## config.mk

```make
export PLATFORM = sky130hd
export DESIGN_NAME = xbar_slave_arbiter
export DESIGN_NICKNAME = d
export VERILOG_FILES = /design/src/rtl/xbar_slave_arbiter.sv
export SDC_FILE = /design/constraint.sdc
export NUM_CORES = 1
export LEC_CHECK = 0
export CAP_MARGIN = 10
export CORE_MARGIN = 2
export CORE_UTILIZATION = 36
export DETAILED_ROUTE_END_ITERATION = 8
export PLACE_DENSITY = 0.81
export RECOVER_POWER = 25
export SLEW_MARGIN = 20
export SYNTH_ARGS = -nofsm -noshare
export SYNTH_HDL_FRONTEND = slang
export SYNTH_SLANG_ARGS = --single-unit
```

## constraint.sdc

```tcl
create_clock -name aclk -period 1.9 [get_ports aclk]
set_input_delay 0.38 -clock aclk [delete_from_list [all_inputs] [get_ports aclk]]
set_output_delay 0.38 -clock aclk [all_outputs]
set_load 0.1 [all_outputs]
```

## src/rtl/xbar_slave_arbiter.sv

```systemverilog
// xbar_slave_arbiter: shares one slave port among NUM_MASTERS request channels.
// Round-robin grant, command/address/data latched for the whole transaction,
// ack/rdata routed back to the owner only, optional ack timeout.
module xbar_slave_arbiter #(
  parameter int NUM_MASTERS = 2,
  parameter int AWIDTH      = 32,
  parameter int DWIDTH      = 32,
  parameter int TIMEOUT     = 0
) (
  input  logic                          aclk,
  input  logic                          areset,
  input  logic [NUM_MASTERS-1:0]        m_req,
  input  logic [NUM_MASTERS-1:0]        m_cmd,
  input  logic [NUM_MASTERS*AWIDTH-1:0] m_addr,
  input  logic [NUM_MASTERS*DWIDTH-1:0] m_wdata,
  output logic [NUM_MASTERS-1:0]        m_ack,
  output logic [NUM_MASTERS-1:0]        m_err,
  output logic [DWIDTH-1:0]             m_rdata,
  output logic                          s_req,
  output logic                          s_cmd,
  output logic [AWIDTH-1:0]             s_addr,
  output logic [DWIDTH-1:0]             s_wdata,
  input  logic                          s_ack,
  input  logic [DWIDTH-1:0]             s_rdata,
  output logic [NUM_MASTERS-1:0]        grant
);

  localparam int IW = (NUM_MASTERS > 1) ? $clog2(NUM_MASTERS) : 1;
  localparam int CW = (TIMEOUT > 1) ? $clog2(TIMEOUT) : 1;
  localparam logic [CW-1:0]          TMAX   = CW'((TIMEOUT > 0) ? TIMEOUT - 1 : 0);
  localparam logic [IW-1:0]          LAST0  = IW'(NUM_MASTERS - 1);
  localparam logic [NUM_MASTERS-1:0] ONE_N  = {{(NUM_MASTERS-1){1'b0}}, 1'b1};

  typedef enum logic [1:0] {S_IDLE, S_BUSY, S_REL} state_t;

  state_t                   r_state, w_nxt_state;
  logic [IW-1:0]            r_last,  w_nxt_last;
  logic [IW-1:0]            r_gidx,  w_nxt_gidx;
  logic [NUM_MASTERS-1:0]   r_grant, w_nxt_grant;
  logic                     r_s_req, w_nxt_s_req;
  logic                     r_s_cmd, w_nxt_s_cmd;
  logic [AWIDTH-1:0]        r_s_addr, w_nxt_s_addr;
  logic [DWIDTH-1:0]        r_s_wdata, w_nxt_s_wdata;
  logic [NUM_MASTERS-1:0]   r_m_ack, w_nxt_m_ack;
  logic [NUM_MASTERS-1:0]   r_m_err, w_nxt_m_err;
  logic [DWIDTH-1:0]        r_m_rdata, w_nxt_m_rdata;
  logic [CW-1:0]            r_cnt, w_nxt_cnt;

  logic                     w_any;
  logic [IW-1:0]            w_pick;

  // Round-robin scan: first requester after the last owner, with wrap.
  always_comb begin
    int idx;
    w_any  = 1'b0;
    w_pick = '0;
    idx    = 0;
    for (int k = 1; k <= NUM_MASTERS; k++) begin
      idx = int'(r_last) + k;
      if (idx >= NUM_MASTERS) idx = idx - NUM_MASTERS;
      if (!w_any && m_req[idx]) begin
        w_any  = 1'b1;
        w_pick = IW'(idx);
      end
    end
  end

  // Next-state and next-output logic; pulses (ack/err/rdata) default to 0.
  always_comb begin
    w_nxt_state   = r_state;
    w_nxt_last    = r_last;
    w_nxt_gidx    = r_gidx;
    w_nxt_grant   = r_grant;
    w_nxt_s_req   = r_s_req;
    w_nxt_s_cmd   = r_s_cmd;
    w_nxt_s_addr  = r_s_addr;
    w_nxt_s_wdata = r_s_wdata;
    w_nxt_m_ack   = '0;
    w_nxt_m_err   = '0;
    w_nxt_m_rdata = '0;
    w_nxt_cnt     = r_cnt;
    unique case (r_state)
      S_IDLE: begin
        if (w_any) begin
          w_nxt_state   = S_BUSY;
          w_nxt_gidx    = w_pick;
          w_nxt_grant   = ONE_N << w_pick;
          w_nxt_s_req   = 1'b1;
          w_nxt_s_cmd   = m_cmd[w_pick];
          w_nxt_s_addr  = m_addr[w_pick*AWIDTH +: AWIDTH];
          w_nxt_s_wdata = m_wdata[w_pick*DWIDTH +: DWIDTH];
          w_nxt_cnt     = '0;
        end
      end
      S_BUSY: begin
        // An ack on the expiry cycle still counts as a normal completion.
        if (s_ack || (TIMEOUT > 0 && r_cnt == TMAX)) begin
          w_nxt_state   = S_REL;
          w_nxt_s_req   = 1'b0;
          w_nxt_s_cmd   = 1'b0;
          w_nxt_s_addr  = '0;
          w_nxt_s_wdata = '0;
          w_nxt_m_ack   = r_grant;
          w_nxt_m_err   = s_ack ? '0 : r_grant;
          w_nxt_m_rdata = (s_ack && !r_s_cmd) ? s_rdata : '0;
        end else if (TIMEOUT > 0) begin
          w_nxt_cnt = r_cnt + 1'b1;
        end
      end
      S_REL: begin
        // Owner keeps the grant until it drops its request.
        if (!m_req[r_gidx]) begin
          w_nxt_state = S_IDLE;
          w_nxt_grant = '0;
          w_nxt_last  = r_gidx;
        end
      end
      default: w_nxt_state = S_IDLE;
    endcase
  end

  // State and registered outputs; reset aborts any transaction without ack.
  always_ff @(posedge aclk) begin
    if (areset) begin
      r_state   <= S_IDLE;
      r_last    <= LAST0;
      r_gidx    <= '0;
      r_grant   <= '0;
      r_s_req   <= 1'b0;
      r_s_cmd   <= 1'b0;
      r_s_addr  <= '0;
      r_s_wdata <= '0;
      r_m_ack   <= '0;
      r_m_err   <= '0;
      r_m_rdata <= '0;
      r_cnt     <= '0;
    end else begin
      r_state   <= w_nxt_state;
      r_last    <= w_nxt_last;
      r_gidx    <= w_nxt_gidx;
      r_grant   <= w_nxt_grant;
      r_s_req   <= w_nxt_s_req;
      r_s_cmd   <= w_nxt_s_cmd;
      r_s_addr  <= w_nxt_s_addr;
      r_s_wdata <= w_nxt_s_wdata;
      r_m_ack   <= w_nxt_m_ack;
      r_m_err   <= w_nxt_m_err;
      r_m_rdata <= w_nxt_m_rdata;
      r_cnt     <= w_nxt_cnt;
    end
  end

  assign m_ack   = r_m_ack;
  assign m_err   = r_m_err;
  assign m_rdata = r_m_rdata;
  assign s_req   = r_s_req;
  assign s_cmd   = r_s_cmd;
  assign s_addr  = r_s_addr;
  assign s_wdata = r_s_wdata;
  assign grant   = r_grant;

endmodule

```

* Word-level counts from Yosys, hierarchy flattened
Index checks and enable logic that the tools add are counted.
Word-level totals: register bits after elaboration 106, output and inout port bits 104, logic and storage cells 78
Cells by class: $add $sub $neg 4, $lt $le $gt $ge 6, equal/unequal tests 5, shift operators 3, multiplexer cells 32, bitwise operators 4, reduce and logical (&&, ||, !) cells 14
Operator list (count):
- $mux W32 | 5
- $pmux W32 S2 | 2
- $shiftx A64 B7 Y32 | 2
- $lt A32 B3 Y1 const B | 2
- $mux W1 | 17
- $reduce_and A3 Y1 | 3
- $mux W2 | 4
- $ne A2 B2 Y1 const B | 3
- $pmux W2 S3 | 1
- $lt A1 B2 Y1 const B | 2
- $not A1 Y1 | 4
- $pmux W1 S2 | 2
- $pmux W2 S2 | 1
- $reduce_and A2 Y1 | 2
- $reduce_bool A2 Y1 | 2
- $reduce_or A4 Y1 | 1
- $sub A3 B2 Y4 const B | 1
- $add A1 B2 Y3 const B | 1
- $ge A3 B2 Y1 const B | 1
- $reduce_or A3 Y1 | 1
- $sub A2 B2 Y3 const B | 1
- $add A1 B1 Y2 const B | 1
- $eq A2 B1 Y1 const B | 1
- $eq A2 B2 Y1 const B | 1
- other kinds (5) | 7

* Logic depth before layout (Yosys ltp)
depth after elaboration 14, mapped depth 7, gate-level depth less buffers 3

* Least setup slack after synthesis
No wires, ideal clock.
kind reg-to-reg, start register r_s_cmd (netlist: s_cmd), end register r_m_rdata[10] (netlist: m_rdata[10]), data arrival time 1.463 ns, slack 0.322 ns, stages on the path, launching flop included 4, cell sequence dfxtp_1 -> nor4_2 -> clkbuf_1 -> and2_1
Between the ends: word-level cells in the longest chain between the ends 4
Ends and longest elaborated chain:
- start, declared | RTL line 41 | logic r_s_cmd, w_nxt_s_cmd;
- start signal, assigned | RTL line 143 | r_s_cmd <= w_nxt_s_cmd;
- $logic_not A1 Y1 | RTL line 105 | w_nxt_m_rdata = (s_ack && !r_s_cmd) ? s_rdata : '0;
- $logic_and A1 B1 Y1 | RTL line 105
- $not A1 Y1 (no source line)
- $reduce_or A4 Y1 (no source line)
- end signal, assigned | RTL line 148 | r_m_rdata <= w_nxt_m_rdata;
- end, declared | RTL line 46 | logic [DWIDTH-1:0] r_m_rdata, w_nxt_m_rdata;
Every way passes these cells. A chain may end at the register's enable or synchronous reset.

* Final worst setup path
start input m_req[0], end register r_s_wdata[20] (netlist: s_wdata[20])
Between the ends: word-level cells in the longest chain between the ends 10, elaborated cells between the ends (all ways) 17
Ends and longest elaborated chain:
- start, declared | RTL line 12 | input logic [NUM_MASTERS-1:0] m_req,
- $mux W1 (not written as such) (3 in series) | RTL line 61 | if (!w_any && m_req[idx]) begin
- $mux W1 | RTL line 61
- $logic_not A1 Y1 | RTL line 61
- $logic_and A1 B1 Y1 | RTL line 61
- $mux W1 | RTL line 61
- $shiftx A64 B7 Y32 | RTL line 91 | w_nxt_s_wdata = m_wdata[w_pick*DWIDTH +: DWIDTH];
- $mux W32 | RTL line 84 | if (w_any) begin
- $pmux W32 S2 | RTL line 82 | unique case (r_state)
- end signal, assigned | RTL line 145 | r_s_wdata <= w_nxt_s_wdata;
- end, declared | RTL line 43 | logic [DWIDTH-1:0] r_s_wdata, w_nxt_s_wdata;
Several ways; a longest one is shown, not always the timed one. The select of a mux whose other input is x is not followed.

==> summary.txt <==
Timing
  – Final min period: about 1.7 ns
  – Worst-Margin Slew: approximately 0.59 ns
  – Endpoints failing hold: 0
  – Clock skew: 0.00958 ns
  – RSZ-0062 raised after global routing: no
  – Final period util: between 90 and 100%
  – Slew Limit Fails: 0
  – Normalized max-slew margin: 61.1%
  – WHS: 0.470 ns
  – Highest Clock Rate: 0.580 GHz
  – Setup Viol. Count Final: 0
  – Fin worst setup slack: around 0.18 ns
  – Setup Total Neg Slack: 0 ns

Floorplan
  – # rows: 38
  – Initial core utilization: a little under two fifths
  – Io pins: 271
  – Chip width: roughly 110 um
  – Core area: about 0.011 mm2
  – Die Y: 110 um
  – Die area: around 0.012 mm2

Min path
  – Hold Crit Class: reg -> reg
  – Worst Hold Depth: 1

Power
  – LEAKAGE: around 2.8 nW
  – Max VDD drop: 0.000375 V
  – Power Density: 898 mW/mm2

Detailed routing
  – Detailed-route via count: roughly 3.8k
  – Post-route ant nets: 0
  – WL per Instance: between 15 and 20 um
  – Post-route DRC: 0
  – DRT Wirelength: approximately 12000 um
  – DR vias/cell: ~5
  – Detailed Route Iter0 Violations: between 90 and 100
  – 1st-pass router iterations: 6

GRT
  – GRT Total Usage: around a fifth
  – First-pass GRT wire length: between 15000 and 20000 um
  – Largest net degree at the start of global routing: 39
  – Initial antenna violation count: 0
  – Global route overflow: 0
  – Vias in the first global route: just under 4k

Synthesis
  – Ys flop type: dfxtp_1
  – Synth Warn #: 0
  – Flops & latches, synth: between 100 and 150
  – Syn avg cell area: between 10 and 15 um2
  – Post-synthesis sequential area ratio: 52.5%
  – Cells after Synth: around 360
  – Post-Syn Area: 0.00405 mm2
  – Synth async-reset ratio: 0%
  – Post-synth EDFFs: 0
  – Cell variety after synth: 35

CTS
  – CTS root buffer: clkbuf_8
  – Clock-pin slew on the worst setup and hold paths: 0.09 ns
  – # resized after CTS: 0
  – CTS H-tree depth: 3
  – Post-CTS setup buffer count: 0
  – Clock Sinks: 106
  – Post-cts hold buffer count: 0
  – CTS Buf Count: 9
  – CTS tree: built
  – CTS Buffer Depth: 2
  – Clk Latency, worst-skew pair: approximately 0.36 ns

Setup path
  – Critical Path AT: just under 2 ns
  – WS Path Type: in -> reg
  – Critical path fanouts, max: 24
  – Crit start category: primary input
  – Critical Path RT: between 2 and 2.5 ns
  – FF-to-FF path depth: 4
  – Crit. End Element: register

Placement
  – Total placed instance area: roughly 0.0068 mm2
  – Detailed placement HPWL: 9750 um
  – Pre-CTS WS: -0.164 ns
  – Routability cong.: roughly 0.79
  – IO Port Bufs: approximately 270

Final layout
  – Final nets: roughly 800
  – Diode count: 0
  – Final core utilization: a little over three fifths
  – Fin area: ~0.007 mm2
  – Fill count: ~900
  – Share of cells above drive strength 1: a little under a quarter
  – Area Overhead vs Synth: 69.1%

Job
  – Max-cap violations: 0

Outcome
  – Status: finished, final reports clean
[metal layers]
layer	vias to the layer above	track usage, %	wire (um)	share of wire (%)
met5	-	0	0	0
met4	0	7.78	244	2.0
li1	1841	-	-	-
met2	176	35.4	6370	51
met1	1772	21.0	4700	38
met3	23	7.00	1150	9.3
[cells in the mapped netlist (2+ instances only)]
library cell / number / area (um2)
clkbuf_1: 11 / 41.3
inv_1: 2 / 7.51
o21ai_0: 3 / 15.0
mux2i_1: 58 / 581
buf_2: 7 / 35.0
nand4_1: 7 / 43.8
o31ai_1: 8 / 60.1
o2bb2ai_1: 58 / 508
nand2_1: 2 / 7.51
nor2_1: 4 / 15.0
nand2b_1: 2 / 12.5
a21oi_1: 2 / 10.0
buf_4: 8 / 60.1
a31oi_1: 9 / 56.3
nand3_1: 10 / 50.1
dfxtp_1: 106 / 2120
and2_1: 34 / 213
buf_6: 3 / 33.8
nor2b_1: 3 / 18.8
buf_1: 4 / 15.0
[layout by cell type (no fill, tap or decap), types with 2 or more instances in the layout]
cell and instances:
inv_1 2, nand3_1 10, conb_1 2, nand2_1 2, o21ai_0 3, nand2b_1 2
o31ai_1 8, o2bb2ai_1 58, nor2_1 4, nand4_1 7, bufinv_16 2, mux2i_1 58
clkbuf_8 10, clkdlybuf4s50_1 165, dfxtp_1 106, inv_6 3, buf_12 9, nor2b_1 3
buf_4 63, and2_1 33, a31oi_1 9, a21oi_1 2, clkbuf_2 48
[registers in the layout, indices dropped and copies added (netlist names)]
signal,count
r_gidx,1
s_addr,32
r_last,1
s_wdata,32
s_req,1
s_cmd,1
m_rdata,32
grant,2
m_ack,2
r_state,2
[metrics by stage]
stage / cells / total power (W)
floorplan: 357 / 0.00391
global placement: 750 / 0.00464
detailed placement: 750 / 0.00467
CTS: 766 / 0.00624
global route: 766 / 0.00637
finish: 766 / 0.00615
[critical path, stage by stage]
cell and delay, ns:
dlygate4sd3_1 0.66, a21boi_4 0.32, buf_12 0.24, mux2i_1 0.26, o2bb2ai_1 0.09
[worst paths after layout]
path / from / end / slack [ns]
worst max-delay path: m_req[0] / s_wdata[20]$_SDFFE_PP0P_ / 0.18
worst min-delay path: s_wdata[25]$_SDFFE_PP0P_ / s_wdata[25]$_SDFFE_PP0P_ / 0.47
worst max register to register: r_state[0]$_SDFFE_PP0P_ / s_addr[12]$_SDFFE_PP0P_ / 0.34
worst min register to register: s_wdata[25]$_SDFFE_PP0P_ / s_wdata[25]$_SDFFE_PP0P_ / 0.47
[logic make-up after synthesis]
family | share of synthesized area (%)
simple gates | 10.2
mux | 14.6
buf+inv | 4.95
compound gates | 17.6
other cells | 0.0927
flops | 52.5
[final cells by class]
cell class,count,area (um2),share of cell area [%]
clock buffer,10,138,2.01
tap,140,175,2.56
inverter,2,7.51,0.110
clock inverter,6,95.1,1.39
multi-input combinational,215,1740,25.5
timing repair buffer,287,2560,37.4
sequential,106,2120,31.0
[power by group]
group          internal, W  total [W]  switching [W]
Combinational     0.000665    0.00209        0.00143
Clock             0.000796    0.00159       0.000792
Sequential         0.00237    0.00247      0.0000941
Power figures use the tool's default switching activity.
